File: src/rtl/ysyx_22050710_trap_ctrl_pkg.sv
// Shared constants for machine-mode trap sequencing: CSR addresses, cause codes,
// mstatus field positions and the trap controller state encoding.
package ysyx_22050710_trap_ctrl_pkg;

    localparam logic [11:0] CSR_MSTATUS = 12'h300;
    localparam logic [11:0] CSR_MTVEC   = 12'h305;
    localparam logic [11:0] CSR_MEPC    = 12'h341;
    localparam logic [11:0] CSR_MCAUSE  = 12'h342;

    localparam logic [63:0] CAUSE_ECALL_M   = 64'd11;
    localparam logic [63:0] CAUSE_IRQ_TIMER = 64'h8000_0000_0000_0007;

    localparam int unsigned MSTATUS_MIE    = 3;
    localparam int unsigned MSTATUS_MPIE   = 7;
    localparam int unsigned MSTATUS_MPP_LO = 11;
    localparam int unsigned MSTATUS_MPP_HI = 12;

    typedef enum logic [2:0] {
        StIdle,
        StWEpc,
        StWCause,
        StWStat,
        StMStat,
        StRedir
    } trap_state_e;

endpackage

File: src/rtl/ysyx_22050710_mstatus_upd.sv
// Next-mstatus computation for trap entry (stack MIE into MPIE) and mret (pop MPIE into MIE).
module ysyx_22050710_mstatus_upd
    import ysyx_22050710_trap_ctrl_pkg::*;
#(
    parameter int unsigned DATA_WIDTH = 64,
    parameter logic [1:0]  MPP_VALUE  = 2'b11
) (
    input  logic [DATA_WIDTH-1:0] i_mstatus,
    input  logic                  i_is_mret,
    output logic [DATA_WIDTH-1:0] o_mstatus
);

    always_comb begin
        o_mstatus = i_mstatus;
        if (i_is_mret) begin
            o_mstatus[MSTATUS_MIE]  = i_mstatus[MSTATUS_MPIE];
            o_mstatus[MSTATUS_MPIE] = 1'b1;
        end else begin
            o_mstatus[MSTATUS_MPIE] = i_mstatus[MSTATUS_MIE];
            o_mstatus[MSTATUS_MIE]  = 1'b0;
        end
        o_mstatus[MSTATUS_MPP_HI:MSTATUS_MPP_LO] = MPP_VALUE;
    end

endmodule

File: src/rtl/ysyx_22050710_trap_ctrl.sv
// Machine-mode trap entry/return sequencer; owns the CSR write port while a sequence runs
// and passes CSR-instruction writes through when idle.
module ysyx_22050710_trap_ctrl
    import ysyx_22050710_trap_ctrl_pkg::*;
#(
    parameter int unsigned          ADDR_WIDTH  = 12,
    parameter int unsigned          DATA_WIDTH  = 64,
    parameter logic [DATA_WIDTH-1:0] MSTATUS_RST = 64'ha00001800
) (
    input  logic                  i_clk,
    input  logic                  i_rst,
    input  logic                  i_valid,
    input  logic [DATA_WIDTH-1:0] i_pc,
    input  logic                  i_ecall,
    input  logic                  i_mret,
    input  logic                  i_irq_timer,
    input  logic                  i_inst_wen,
    input  logic [ADDR_WIDTH-1:0] i_inst_waddr,
    input  logic [DATA_WIDTH-1:0] i_inst_wdata,
    input  logic [DATA_WIDTH-1:0] i_mstatus,
    input  logic [DATA_WIDTH-1:0] i_mtvec,
    input  logic [DATA_WIDTH-1:0] i_mepc,
    output logic                  o_csr_wen,
    output logic [ADDR_WIDTH-1:0] o_csr_waddr,
    output logic [DATA_WIDTH-1:0] o_csr_wdata,
    output logic                  o_busy,
    output logic                  o_redirect,
    output logic [DATA_WIDTH-1:0] o_redirect_pc
);

    // Machine-mode MPP encoding, taken from the CSR file's reset value.
    localparam logic [1:0] MPP_M = MSTATUS_RST[MSTATUS_MPP_HI:MSTATUS_MPP_LO];

    trap_state_e           state_q, state_d;
    logic [DATA_WIDTH-1:0] epc_q;
    logic [DATA_WIDTH-1:0] cause_q;
    logic                  is_mret_q;

    logic                  irq_take;
    logic                  ecall_take;
    logic                  mret_take;
    logic                  trap_take;
    logic                  event_accept;
    logic [DATA_WIDTH-1:0] mstatus_nxt;

    logic                  unused_mtvec_mode;
    assign unused_mtvec_mode = ^i_mtvec[1:0];

    // Priority irq > ecall > mret; ecall together with mret resolves to ecall.
    assign irq_take     = i_valid & i_irq_timer & i_mstatus[MSTATUS_MIE];
    assign ecall_take   = i_valid & i_ecall;
    assign mret_take    = i_valid & i_mret & ~i_ecall & ~irq_take;
    assign trap_take    = irq_take | ecall_take;
    assign event_accept = (state_q == StIdle) & (trap_take | mret_take);

    ysyx_22050710_mstatus_upd #(
        .DATA_WIDTH (DATA_WIDTH),
        .MPP_VALUE  (MPP_M)
    ) u_mstatus_upd (
        .i_mstatus (i_mstatus),
        .i_is_mret (state_q == StMStat),
        .o_mstatus (mstatus_nxt)
    );

    always_comb begin
        state_d       = state_q;
        o_csr_wen     = 1'b0;
        o_csr_waddr   = '0;
        o_csr_wdata   = '0;
        o_redirect    = 1'b0;
        o_redirect_pc = '0;
        o_busy        = (state_q != StIdle) | event_accept;

        unique case (state_q)
            StIdle: begin
                if (trap_take) begin
                    state_d = StWEpc;
                end else if (mret_take) begin
                    state_d = StMStat;
                end else begin
                    o_csr_wen   = i_inst_wen;
                    o_csr_waddr = i_inst_waddr;
                    o_csr_wdata = i_inst_wdata;
                end
            end
            StWEpc: begin
                o_csr_wen   = 1'b1;
                o_csr_waddr = ADDR_WIDTH'(CSR_MEPC);
                o_csr_wdata = {epc_q[DATA_WIDTH-1:2], 2'b00};
                state_d     = StWCause;
            end
            StWCause: begin
                o_csr_wen   = 1'b1;
                o_csr_waddr = ADDR_WIDTH'(CSR_MCAUSE);
                o_csr_wdata = cause_q;
                state_d     = StWStat;
            end
            StWStat, StMStat: begin
                o_csr_wen   = 1'b1;
                o_csr_waddr = ADDR_WIDTH'(CSR_MSTATUS);
                o_csr_wdata = mstatus_nxt;
                state_d     = StRedir;
            end
            StRedir: begin
                o_redirect    = 1'b1;
                // mepc is read here, after every write of the sequence has landed.
                o_redirect_pc = is_mret_q ? i_mepc : {i_mtvec[DATA_WIDTH-1:2], 2'b00};
                state_d       = StIdle;
            end
            default: state_d = StIdle;
        endcase

        if (i_rst) begin
            o_csr_wen     = 1'b0;
            o_csr_waddr   = '0;
            o_csr_wdata   = '0;
            o_busy        = 1'b0;
            o_redirect    = 1'b0;
            o_redirect_pc = '0;
        end
    end

    always_ff @(posedge i_clk) begin
        if (i_rst) begin
            state_q   <= StIdle;
            epc_q     <= '0;
            cause_q   <= '0;
            is_mret_q <= 1'b0;
        end else begin
            state_q <= state_d;
            if (event_accept) begin
                epc_q     <= i_pc;
                is_mret_q <= ~trap_take;
                if (trap_take) begin
                    cause_q <= irq_take ? DATA_WIDTH'(CAUSE_IRQ_TIMER)
                                        : DATA_WIDTH'(CAUSE_ECALL_M);
                end
            end
        end
    end

endmodule

File: config.mk
export PLATFORM = sky130hd
export DESIGN_NAME = ysyx_22050710_trap_ctrl
export DESIGN_NICKNAME = d
export VERILOG_FILES = /design/src/rtl/ysyx_22050710_trap_ctrl_pkg.sv /design/src/rtl/ysyx_22050710_mstatus_upd.sv /design/src/rtl/ysyx_22050710_trap_ctrl.sv
export SDC_FILE = /design/constraint.sdc
export NUM_CORES = 1
export LEC_CHECK = 0
export ABC_CLOCK_PERIOD_IN_PS = 2300
export BUFFER_PORTS_ARGS = -buffer_cell sky130_fd_sc_hd__buf_2
export CORE_AREA = 2 2 186 188
export DETAILED_ROUTE_END_ITERATION = 16
export DIE_AREA = 0 0 188 190
export SYNTH_ARGS = -nofsm -noshare
export SYNTH_HDL_FRONTEND = slang
export SYNTH_SLANG_ARGS = --single-unit
export TNS_END_PERCENT = 30
File: constraint.sdc
create_clock -name i_clk -period 2.3 [get_ports i_clk]
set_input_delay 0.23 -clock i_clk [delete_from_list [all_inputs] [get_ports i_clk]]
set_output_delay 0.23 -clock i_clk [all_outputs]
set_load 0.02 [all_outputs]
==> qor.yml <==
drt:
  vias: 7767
  vias_per_cell: 4.59
  drt_pass1_iterations: 5
  totalWireLength_microns: 32300
  wl_per_cell_microns: 19.1
  drc: 0
  ant_nets: 0
  drt_iter0_markers: 356
global_route:
  grt_max_degree: 129
  grtUsageTotal_pct: 16.5
  antenna_found_initial: 15
  gr-total-overflow: 0
  grt_pass1_wl_microns: 45000
  grt_pass1_vias: 7373
clocking:
  cts_tree: "done"
  numClockSinks: 69
  cts_root_buf: "clkbuf_16"
  cts_buffers: 9
  htreeDepth: 3
  insertion_delay_ps: 350
  holdBufCountCts: 0
  clockBufferDepth: 2
  path_clk_slew_ps: 70
power:
  pwr-share-clk_pct: 24.9
  switchingPower_w: 0.00279
  p_leak_nw: 5.02
  power_frac_seq_pct: 22.5
  irDropWorstVdd_uv: 318
  p_int_w: 0.00412
  switching_share_pct: 40.3
  power_density_nw_per_um2: 693
  pwr-share-comb_pct: 52.6
setup_path:
  path_max_fanout: 16
  reg2reg_setup_slack_ps: 350
  worst_setup_path_end_kind: "output pin"
  crit_type: "reg2out"
  start_kind: "flop"
  reg2reg_depth: 5
  rr_endpoint: "epc_q[55]$_SDFFE_PP0P_"
  cp.required_ps: 2070
  rr_startpoint: "state_q[0]$_SDFFE_PP0P_"
  worst-endpoint-arrival_ps: 2010
job:
  cap_viol_max_count: 0
logic_synthesis:
  synth-seq-cells: 69
  synth_top_area_share_pct: 28.2
  synth_area_leaders: "mux2i_1, dfxtp_1, o211a_1"
  yosys_warnings: 0
  seq_area_frac_synth_pct: 21.3
  synthXorXnorAreaFrac_pct: 0.135
  yosys.area.top_type: "mux2i_1"
  synth_simple_gate_area_share_pct: 14.4
  synth_compound_area_share_pct: 28.1
  syn_area_sq_um: 6470
  syn-num-nets: 1125
  synth_mux_area_share_pct: 28.7
  ys_types: 41
  synthAdderAreaFrac_pct: 0
  syn_avg_cell_area_sq_um: 8.23
  synth_top_family_by_area: "multiplexers"
  synthCells: 786
placed_design:
  place_hpwl_microns: 25300
  post-place-ws_ps: 52.3
  place_area_sq_um: 9420
  dp_cells: 1660
  numPortBuffers: 475
  gp_congestion: 0.822
final_layout:
  mostFrequentLayoutCells: "buf_2, mux2i_1, nand2_1"
  nNetsFinal: 1563
  final_common_cell: "buf_2"
  final_area_sq_um: 9970
  layout-drive-gt1-share_pct: 44.9
  post-route-util_pct: 29.4
  finalNonFillerCells: 1691
  areaGrowthSynthToFinish_pct: 54.0
die:
  rows: 68
  start_util_pct: 19.1
  dieArea_sq_um: 35700
  die_x_microns: 188
  dieHeight_microns: 190
  core_sq_um: 33900
  io_pins: 482
outcome:
  outcome: "finished, final reports clean"
timing:
  skew_ps: 11.6
  setup_viol: 0
  slew_headroom_pct: 59.0
  hold_slack_ps: 116
  fmax_ghz: 0.447
  slew_viol_final: 0
  worst_slack_ps: 61.3
  period_share_pct: 97.3
  max_slew.worst_pin.slew_ps: 614
  hold_violations: 0
  fin_crit_ps: 2240
min_path:
  min_from: "i_pc[29]"
  min_path_cells: 3
  worst_hold_path.endpoint: "epc_q[29]$_SDFFE_PP0P_"
  hp-class: "in2reg"
==> kinds of logic after synthesis <==
| kind of cell | count (synthesis) |
|---|---|
| AO/OA/AOI/OAI | 220 |
| multiplexers | 185 |
| AND/OR/NAND/NOR | 219 |
| flip-flops | 69 |
| buffers and inverters | 92 |
| XOR/XNOR | 1 |
==> critical path, cell delays in order, from the launching register on <==
cell	delay [ps]
dfxtp_4	500
inv_1	90
buf_4	160
a2111oi_1	530
buf_4	220
buf_2	160
==> power by group through the flow <==
stage / Sequential, W / Combinational (W) / Clock [W]
floorplan: 0.00147 / 0.00238 / 0
global placement: 0.00157 / 0.00339 / 0
detailed placement: 0.00158 / 0.00343 / 0
CTS: 0.00155 / 0.00344 / 0.00178
global route: 0.00158 / 0.00389 / 0.00182
finish: 0.00155 / 0.00364 / 0.00172
==> cell usage after synthesis <==
cell type / instances
mux2i_1: 182
buf_2: 15
clkbuf_1: 49
and2_1: 1
a21oi_1: 15
nand2b_1: 2
a21o_1: 2
inv_2: 1
nor3b_1: 8
or4b_4: 1
a211oi_1: 1
o21ai_1: 1
inv_1: 4
a31oi_1: 4
a2111oi_0: 2
nor2b_1: 1
nor2_8: 1
or2_2: 3
o211a_1: 61
nor3_1: 2
nand4_1: 2
buf_4: 2
nand2_1: 126
or3_1: 1
nand3_1: 1
buf_6: 1
nor3_2: 1
nor2_1: 65
a221o_1: 2
and3_1: 2
buf_1: 14
dfxtp_1: 69
o21a_1: 61
nor4bb_1: 2
xnor2_1: 1
o2bb2ai_1: 58
mux2_2: 3
o22ai_1: 1
o211ai_1: 4
buf_12: 6
o21ai_0: 8
==> what timing repair did <==
item                       4_1_cts  5_1_grt
pin swaps                        0        2
resized for setup                5        8
gates cloned                     0        3
buffers inserted                 0        5
setup endpoints to repair      114       39
==> through the flow <==
stage	power [W]	TNS, ps
final	0.00691	0
after global routing	0.00730	-1.35
after CTS	0.00677	0
after detailed placement	0.00501	0
after global placement	0.00496	0
after floorplan	0.00385	0
==> flip-flops by register name, indices dropped and copies added (netlist names) <==
name,cells
epc_q,62
cause_q,3
is_mret_q,1
state_q,3
==> cell type report <==
class | instances | area, sq um
clock buffer | 9 | 225
timing repair buffer | 514 | 2930
tap | 455 | 569
sequential | 69 | 1390
multi-input combinational | 625 | 4680
antenna | 7 | 17.5
clock inverter | 7 | 128
fill | 3657 | 24000
inverter | 5 | 21.3
==> worst max-delay path by stage <==
| stage | from | to | cells after the start |
|---|---|---|---|
| after floorplan | i_irq_timer | o_csr_waddr[0] | 5 |
| after global placement | state_q[0]$_SDFFE_PP0P_ | o_csr_waddr[0] | 5 |
| after detailed placement | state_q[0]$_SDFFE_PP0P_ | o_csr_waddr[0] | 5 |
| after CTS | state_q[2]$_SDFFE_PP0P_ | o_csr_waddr[5] | 6 |
| after global routing | state_q[1]$_SDFFE_PP0P_ | o_csr_wdata[58] | 5 |
| final | state_q[1]$_SDFFE_PP0P_ | o_csr_waddr[1] | 5 |
==> metal layers <==
metal	GRT usage, %	up-vias	part of all wire (%)
li1	-	3758	-
met1	19.5	3619	41
met2	28.6	336	49
met3	4.30	46	7.1
met4	6.42	8	2.9
met5	0	-	0.18
Power figures use the tool's default switching activity.
